### src/rtl/vga_grid_pkg.sv
// Shared constants for the VGA cell-grid display: colours, palette, timing.
// Build option VGA_GRID_BORDER_EN adds a 1-pixel frame around the grid.
package vga_grid_pkg;

  localparam int H_ACTIVE_D = 640;
  localparam int H_FP_D     = 16;
  localparam int H_SYNC_D   = 96;
  localparam int H_BP_D     = 48;
  localparam int V_ACTIVE_D = 480;
  localparam int V_FP_D     = 10;
  localparam int V_SYNC_D   = 2;
  localparam int V_BP_D     = 33;

  localparam logic [11:0] BG_RGB     = 12'h124;
  localparam logic [11:0] FG_RGB     = 12'hFC0;
  localparam logic [11:0] BORDER_RGB = 12'h8A8;

  localparam logic [11:0] PALETTE [16] = '{
    12'h000, 12'h00F, 12'h0F0, 12'h0FF,
    12'hF00, 12'hF0F, 12'hFF0, 12'hFFF,
    12'h888, 12'h008, 12'h080, 12'h088,
    12'h800, 12'h808, 12'h880, 12'hCCC
  };

  // Flags carried from the address stage to the colour stage.
  typedef struct packed {
    logic in_grid;
    logic border;
    logic hs;
    logic vs;
  } s1_t;

  localparam s1_t S1_IDLE = '{
    in_grid: 1'b0, border: 1'b0, hs: 1'b1, vs: 1'b1
  };

  function automatic logic [11:0] pal_lookup(
    input logic [3:0] idx
  );
    return PALETTE[idx];
  endfunction

endpackage

### src/rtl/vga_grid_display_timing_gen.sv
// Pixel divider, h/v raster counters, raw syncs and frame-start pulse.
// Shared by vga_grid_display; no build options affect this block.
module vga_timing_gen #(
  parameter int CLK_DIV  = 4,
  parameter int H_ACTIVE = 640,
  parameter int H_FP     = 16,
  parameter int H_SYNC   = 96,
  parameter int H_BP     = 48,
  parameter int V_ACTIVE = 480,
  parameter int V_FP     = 10,
  parameter int V_SYNC   = 2,
  parameter int V_BP     = 33,
  localparam int HT = H_ACTIVE + H_FP + H_SYNC + H_BP,
  localparam int VT = V_ACTIVE + V_FP + V_SYNC + V_BP,
  localparam int HW = $clog2(HT),
  localparam int VW = $clog2(VT)
) (
  input  logic          clk_i,
  input  logic          rst_i,
  output logic          pix_tick_o,
  output logic [HW-1:0] h_o,
  output logic [VW-1:0] v_o,
  output logic          hsync_o,
  output logic          vsync_o,
  output logic          frame_start_o
);

  localparam int DW = $clog2(CLK_DIV);
  localparam logic [DW-1:0] DIV_LAST = DW'(CLK_DIV - 1);
  localparam logic [HW-1:0] H_LAST = HW'(HT - 1);
  localparam logic [VW-1:0] V_LAST = VW'(VT - 1);
  localparam logic [HW-1:0] HS_BEG = HW'(H_ACTIVE + H_FP);
  localparam logic [HW-1:0] HS_END = HW'(H_ACTIVE + H_FP + H_SYNC);
  localparam logic [VW-1:0] VS_BEG = VW'(V_ACTIVE + V_FP);
  localparam logic [VW-1:0] VS_END = VW'(V_ACTIVE + V_FP + V_SYNC);

  logic [DW-1:0] div_q, div_d;
  logic [HW-1:0] h_q, h_d;
  logic [VW-1:0] v_q, v_d;
  logic          tick;

  assign tick = (div_q == DIV_LAST) && !rst_i;

  // Next-state for divider and raster counters.
  always_comb begin
    div_d = tick ? '0 : div_q + 1'b1;
    h_d   = h_q;
    v_d   = v_q;
    if (tick) begin
      h_d = (h_q == H_LAST) ? '0 : h_q + 1'b1;
      if (h_q == H_LAST) begin
        v_d = (v_q == V_LAST) ? '0 : v_q + 1'b1;
      end
    end
  end

  // Counter registers; reset aborts the current line.
  always_ff @(posedge clk_i) begin
    if (rst_i) begin
      div_q <= '0;
      h_q   <= '0;
      v_q   <= '0;
    end else begin
      div_q <= div_d;
      h_q   <= h_d;
      v_q   <= v_d;
    end
  end

  assign pix_tick_o    = tick;
  assign h_o           = h_q;
  assign v_o           = v_q;
  assign hsync_o       = !(h_q >= HS_BEG && h_q < HS_END);
  assign vsync_o       = !(v_q >= VS_BEG && v_q < VS_END);
  assign frame_start_o = tick && (h_q == '0) && (v_q == '0);

endmodule

### src/rtl/vga_grid_display.sv
// Cell-grid VGA renderer: address stage, then palette stage (2 pix_ticks).
// Define VGA_GRID_BORDER_EN to draw a 1-pixel border ring round the grid.
module vga_grid_display
  import vga_grid_pkg::*;
#(
  parameter int CLK_DIV    = 4,
  parameter int H_ACTIVE   = H_ACTIVE_D,
  parameter int H_FP       = H_FP_D,
  parameter int H_SYNC     = H_SYNC_D,
  parameter int H_BP       = H_BP_D,
  parameter int V_ACTIVE   = V_ACTIVE_D,
  parameter int V_FP       = V_FP_D,
  parameter int V_SYNC     = V_SYNC_D,
  parameter int V_BP       = V_BP_D,
  parameter int GRID_COLS  = 10,
  parameter int GRID_ROWS  = 20,
  parameter int CELL_SHIFT = 4,
  parameter int ORIGIN_X   = 240,
  parameter int ORIGIN_Y   = 80,
  parameter int CELL_BITS  = 1,
  parameter int ADDR_W     = 9
) (
  input  logic                 FPGA_GlobalClock,
  input  logic                 reset,
  input  logic [CELL_BITS-1:0] cell_data,
  output logic [ADDR_W-1:0]    cell_addr,
  output logic [11:0]          rgb,
  output logic                 hsync,
  output logic                 vsync,
  output logic                 frame_start
);

  localparam int HT = H_ACTIVE + H_FP + H_SYNC + H_BP;
  localparam int VT = V_ACTIVE + V_FP + V_SYNC + V_BP;
  localparam int HW = $clog2(HT);
  localparam int VW = $clog2(VT);
  localparam int GW = GRID_COLS << CELL_SHIFT;
  localparam int GH = GRID_ROWS << CELL_SHIFT;
  localparam logic [HW-1:0] GX0 = HW'(ORIGIN_X);
  localparam logic [HW-1:0] GX1 = HW'(ORIGIN_X + GW);
  localparam logic [VW-1:0] GY0 = VW'(ORIGIN_Y);
  localparam logic [VW-1:0] GY1 = VW'(ORIGIN_Y + GH);
  localparam logic [HW-1:0] HA  = HW'(H_ACTIVE);
  localparam logic [VW-1:0] VA  = VW'(V_ACTIVE);

  logic          tick;
  logic [HW-1:0] h;
  logic [VW-1:0] v;
  logic          hs_raw, vs_raw;

  vga_timing_gen #(
    .CLK_DIV (CLK_DIV),
    .H_ACTIVE(H_ACTIVE), .H_FP(H_FP),
    .H_SYNC  (H_SYNC),   .H_BP(H_BP),
    .V_ACTIVE(V_ACTIVE), .V_FP(V_FP),
    .V_SYNC  (V_SYNC),   .V_BP(V_BP)
  ) u_timing (
    .clk_i        (FPGA_GlobalClock),
    .rst_i        (reset),
    .pix_tick_o   (tick),
    .h_o          (h),
    .v_o          (v),
    .hsync_o      (hs_raw),
    .vsync_o      (vs_raw),
    .frame_start_o(frame_start)
  );

  logic              active, in_grid, border;
  logic [HW-1:0]     col;
  logic [VW-1:0]     row;
  logic [ADDR_W-1:0] addr_d, cell_addr_q;
  s1_t               s1_d, s1_q;
  logic [11:0]       pal_rgb, rgb_d, rgb_q;
  logic              hs_q, vs_q;

  assign active  = (h < HA) && (v < VA);
  assign in_grid = active && (h >= GX0) && (h < GX1)
                 && (v >= GY0) && (v < GY1);
  assign col     = (h - GX0) >> CELL_SHIFT;
  assign row     = (v - GY0) >> CELL_SHIFT;
  assign addr_d  = ADDR_W'(row) * ADDR_W'(GRID_COLS)
                 + ADDR_W'(col);

`ifdef VGA_GRID_BORDER_EN
  // Ring one pixel outside the grid rectangle, clipped to the active area.
  always_comb begin
    border = active && !in_grid
      && (int'(h) >= ORIGIN_X - 1) && (int'(h) <= ORIGIN_X + GW)
      && (int'(v) >= ORIGIN_Y - 1) && (int'(v) <= ORIGIN_Y + GH);
  end
`else
  assign border = 1'b0;
`endif

  // Flags for the pixel whose address is being registered.
  always_comb begin
    s1_d         = S1_IDLE;
    s1_d.in_grid = in_grid;
    s1_d.border  = border;
    s1_d.hs      = hs_raw;
    s1_d.vs      = vs_raw;
  end

  // Stage 1: latch the cell address; it holds while outside the grid.
  always_ff @(posedge FPGA_GlobalClock) begin
    if (reset) begin
      cell_addr_q <= '0;
      s1_q        <= S1_IDLE;
    end else if (tick) begin
      if (in_grid) begin
        cell_addr_q <= addr_d;
      end
      s1_q <= s1_d;
    end
  end

  if (CELL_BITS == 1) begin : g_pal1
    assign pal_rgb = cell_data[0] ? FG_RGB : BG_RGB;
  end else begin : g_paln
    assign pal_rgb = pal_lookup(4'(cell_data));
  end

  // Colour select for the pixel held in stage 1.
  always_comb begin
    rgb_d = 12'h000;
    unique case (1'b1)
      s1_q.in_grid: rgb_d = pal_rgb;
      s1_q.border:  rgb_d = BORDER_RGB;
      default:      rgb_d = 12'h000;
    endcase
  end

  // Stage 2: register colour and the matching delayed syncs.
  always_ff @(posedge FPGA_GlobalClock) begin
    if (reset) begin
      rgb_q <= 12'h000;
      hs_q  <= 1'b1;
      vs_q  <= 1'b1;
    end else if (tick) begin
      rgb_q <= rgb_d;
      hs_q  <= s1_q.hs;
      vs_q  <= s1_q.vs;
    end
  end

  assign cell_addr = cell_addr_q;
  assign rgb       = rgb_q;
  assign hsync     = hs_q;
  assign vsync     = vs_q;

endmodule

### config.mk
export PLATFORM = sky130hd
export DESIGN_NAME = vga_grid_display
export DESIGN_NICKNAME = d
export VERILOG_FILES = /design/src/rtl/vga_grid_pkg.sv /design/src/rtl/vga_grid_display_timing_gen.sv /design/src/rtl/vga_grid_display.sv
export SDC_FILE = /design/constraint.sdc
export NUM_CORES = 1
export LEC_CHECK = 0
export BUFFER_PORTS_ARGS = -buffer_cell sky130_fd_sc_hd__buf_2
export CAP_MARGIN = 30
export CORE_ASPECT_RATIO = 1.1
export CORE_MARGIN = 2
export CORE_UTILIZATION = 53
export DETAILED_ROUTE_END_ITERATION = 8
export GPL_TIMING_DRIVEN = 0
export PLACE_DENSITY = 0.76
export SLEW_MARGIN = 15
export SYNTH_ARGS = -nofsm -noshare
export SYNTH_HDL_FRONTEND = slang
export SYNTH_SLANG_ARGS = --single-unit
### constraint.sdc
create_clock -name FPGA_GlobalClock -period 3.2 [get_ports FPGA_GlobalClock]
set_input_delay 0.64 -clock FPGA_GlobalClock [delete_from_list [all_inputs] [get_ports FPGA_GlobalClock]]
set_output_delay 0.64 -clock FPGA_GlobalClock [all_outputs]
set_load 0.1 [all_outputs]
==> results.json <==
{
  "status": "completed",
  "worstSetupStartpointType": "flop",
  "grt_max_degree": 12,
  "clock_path_buffers": 2,
  "die_area_um2": 5420,
  "clkPwrFrac_pct": 37.8,
  "ys_types": 49,
  "grt_usage_pct": 22.0,
  "final_nets": 374,
  "fillers": 407,
  "finalPower_mw": 0.890,
  "final_common_cell": "dfxtp_1",
  "die_w_um": 70.4,
  "synthFlopType": "dfxtp_1",
  "max_freq_mhz": 324,
  "synthMuxAreaShare_pct": 1.17,
  "start_util_pct": 55.2,
  "wl_per_cell_um": 14.3,
  "worstSkewPairLatency_ps": 300,
  "tightest_slew_ps": 675,
  "ctsHoldBuffers": 0,
  "cts_tree": "built",
  "final_area_um2": 3000,
  "p_switching_mw": 0.219,
  "drive_gt1_share_pct": 20.4,
  "yosysWarnings": 0,
  "grt_pass1_wl_um": 9650,
  "cts_buffers": 5,
  "synthCells": 304,
  "final_cell_mix": "dfxtp_1, nor2_1, buf_2",
  "intPower_mw": 0.670,
  "synth_adder_area_share_pct": 14.2,
  "gr-total-overflow": 0,
  "synth-edff-count": 0,
  "fin_crit_sh_pct": 96.6,
  "fin_crit_ps": 3090,
  "vias_per_cell": 5.53,
  "worstPathCellList": "inv_4 -> ha_4 -> nor2b_4 -> nor2_2 -> buf_4 -> ha_1 -> inv_1 -> fa_1 -> inv_1 -> ha_4 -> nor2_1 -> or2_4 -> a2111oi_4 -> o41ai_2",
  "end_kind": "flop",
  "first_pass_iters": 4,
  "hold_violations": 0,
  "netlist_area_um2": 2570,
  "max-cap-violations": 0,
  "wirelength_um": 5690,
  "synth-seq-cells": 39,
  "final_max_slew_viol_count": 0,
  "slowest_delay_ps": 500,
  "synth-compound-area-share_pct": 16.2,
  "critPathKind": "flop to flop",
  "yosysSeqAreaShare_pct": 30.4,
  "synthArstFlopShare_pct": 0,
  "hold_path_class": "flop to flop",
  "yosys.area_share.simple_pct": 20.8,
  "cp.required_ps": 3370,
  "finalSetupViolCount": 0,
  "numPortBuffers": 22,
  "regArea_um2": 788,
  "coreArea_um2": 4650,
  "cp_max_fo": 7,
  "multi_input_area_um2": 1680,
  "drt_iter0_markers": 91,
  "route.detailed.drc": 0,
  "cellLeakagePower_nw": 1.25,
  "fin_hold_ws_ps": 434,
  "cp.arrival_ps": 3260,
  "first_global_vias": 2096,
  "placed_area_um2": 2770,
  "ir_drop_v": 0.000226,
  "final_util_pct": 64.6,
  "num_io_pins": 27,
  "rows": 26,
  "synth_xor_area_share_pct": 9.20,
  "gp_congestion": 0.919,
  "antenna_found_initial": 0,
  "p_sw_share_pct": 24.6,
  "slew_headroom_pct": 54.9,
  "synth_top_family_by_area": "simple AND/OR/NAND/NOR gates",
  "drtAntennaViolNets": 0,
  "powerDensity_nw_per_um2": 296,
  "postSynthAreaPerCell_um2": 8.45,
  "vias": 2208,
  "htreeDepth": 2,
  "seq_power_share_pct": 55.1,
  "syn_to_final_growth_pct": 16.9,
  "post-dp-hpwl_um": 4100,
  "slowest_stage": "fa_1",
  "fp.dieH_um": 77.0,
  "path_clk_slew_ps": 70,
  "antenna_cells": 0,
  "cts-root-buf": "clkbuf_8",
  "finClkSkew_ps": 5.06,
  "comb_power_share_pct": 7.1,
  "cts.sinks": 39
}
[power by group through the flow]
stage                     Sequential [mW]  Clock (mW)  Combinational (mW)
final                               0.490       0.337              0.0629
after global routing                0.490       0.363              0.0673
after CTS                           0.490       0.344              0.0631
after detailed placement            0.502           0              0.0629
after global placement              0.502           0              0.0618
after floorplan                     0.501           0              0.0511
[what timing repair did]
item	in CTS	in global routing
setup endpoints to repair	1	2
resized for setup	16	5
pin swaps	7	2
setup buffers	5	2
[cell usage after synthesis (3+ instances only)]
| cell type | count | area (um2) |
|---|---|---|
| or3_1 | 3 | 18.8 |
| dfxtp_1 | 39 | 781 |
| buf_2 | 3 | 15.0 |
| a211oi_1 | 4 | 30.0 |
| a21oi_1 | 16 | 80.1 |
| nor3_1 | 6 | 30.0 |
| nor2_1 | 30 | 113 |
| a21o_1 | 5 | 37.5 |
| inv_1 | 21 | 78.8 |
| nand2_1 | 21 | 78.8 |
| o21ai_0 | 12 | 60.1 |
| a211o_1 | 3 | 26.3 |
| nand4_1 | 9 | 56.3 |
| clkbuf_1 | 8 | 30.0 |
| xnor2_1 | 14 | 123 |
| nor2b_1 | 5 | 31.3 |
| nand3_1 | 14 | 70.1 |
| buf_4 | 9 | 67.6 |
| xor2_1 | 13 | 114 |
| mux2i_1 | 3 | 30.0 |
| ha_1 | 26 | 325 |
| o21a_1 | 3 | 22.5 |
[state kept, by name, summed over array words and instances, names as in the netlist]
signal / cells
u_timing.v_o: 10
cell_addr: 9
s1_q: 3
u_timing.div_q: 2
vsync: 1
hsync: 1
rgb: 3
u_timing.h_o: 10
[per-stage QoR]
stage	instances	setup TNS (ps)	setup WS, ps
final	399	0	110
after global routing	399	-1.29	-1.29
after CTS	397	0	1.70
after detailed placement	385	-199	-199
after global placement	385	-159	-159
after floorplan	307	0	28.2
[worst paths after layout]
check                                             startpoint                      endpoint  slack, ps  depth (start not counted)
worst max register to register  u_timing.v_o[4]$_SDFFE_PP0P_     cell_addr[8]$_SDFFE_PP0P_        110                         14
worst min-delay path            u_timing.div_q[0]$_SDFF_PP0_  u_timing.div_q[0]$_SDFF_PP0_        430                          1
worst max-delay path            u_timing.v_o[4]$_SDFFE_PP0P_     cell_addr[8]$_SDFFE_PP0P_        110                         14
worst min register to register  u_timing.div_q[0]$_SDFF_PP0_  u_timing.div_q[0]$_SDFF_PP0_        430                          1
[routing by layer]
metal | global-route usage (%) | vias to the layer above | wire [um] | part of all wire [%]
li1 | - | 1127 | - | -
met1 | 28.3 | 1027 | 2560 | 45
met2 | 36.2 | 42 | 2810 | 49
met3 | 3.94 | 12 | 187 | 3.3
met4 | 8.46 | 0 | 131 | 2.3
met5 | 0 | - | 0 | 0
[layout make-up]
type | instances | area share (%)
Buffer | 21 | 4.33
Tap cell | 56 | 2.33
Clock inverter | 1 | 0.167
Sequential cell | 39 | 26.2
Timing Repair Buffer | 29 | 5.41
Multi-Input combinational cell | 226 | 56.1
Clock buffer | 6 | 2.75
Inverter | 21 | 2.71
[cells by family after synthesis]
group / after synthesis
muxes: 3
xor gates and xnor gates: 27
adders and majority gates: 28
and+or+nand+nor: 103
other: 1
AOI/OAI and AO/OA: 61
buffers and inverters: 42
DFF: 39
[worst max-delay path: cells and delay by family (launching register included)]
family | cells | cell delay [ps]
DFF | 1 | 370
and+or+nand+nor | 4 | 540
adders and majority gates | 4 | 1220
AOI/OAI and AO/OA | 2 | 460
buffers and inverters | 4 | 360
Power figures use the tool's default switching activity.
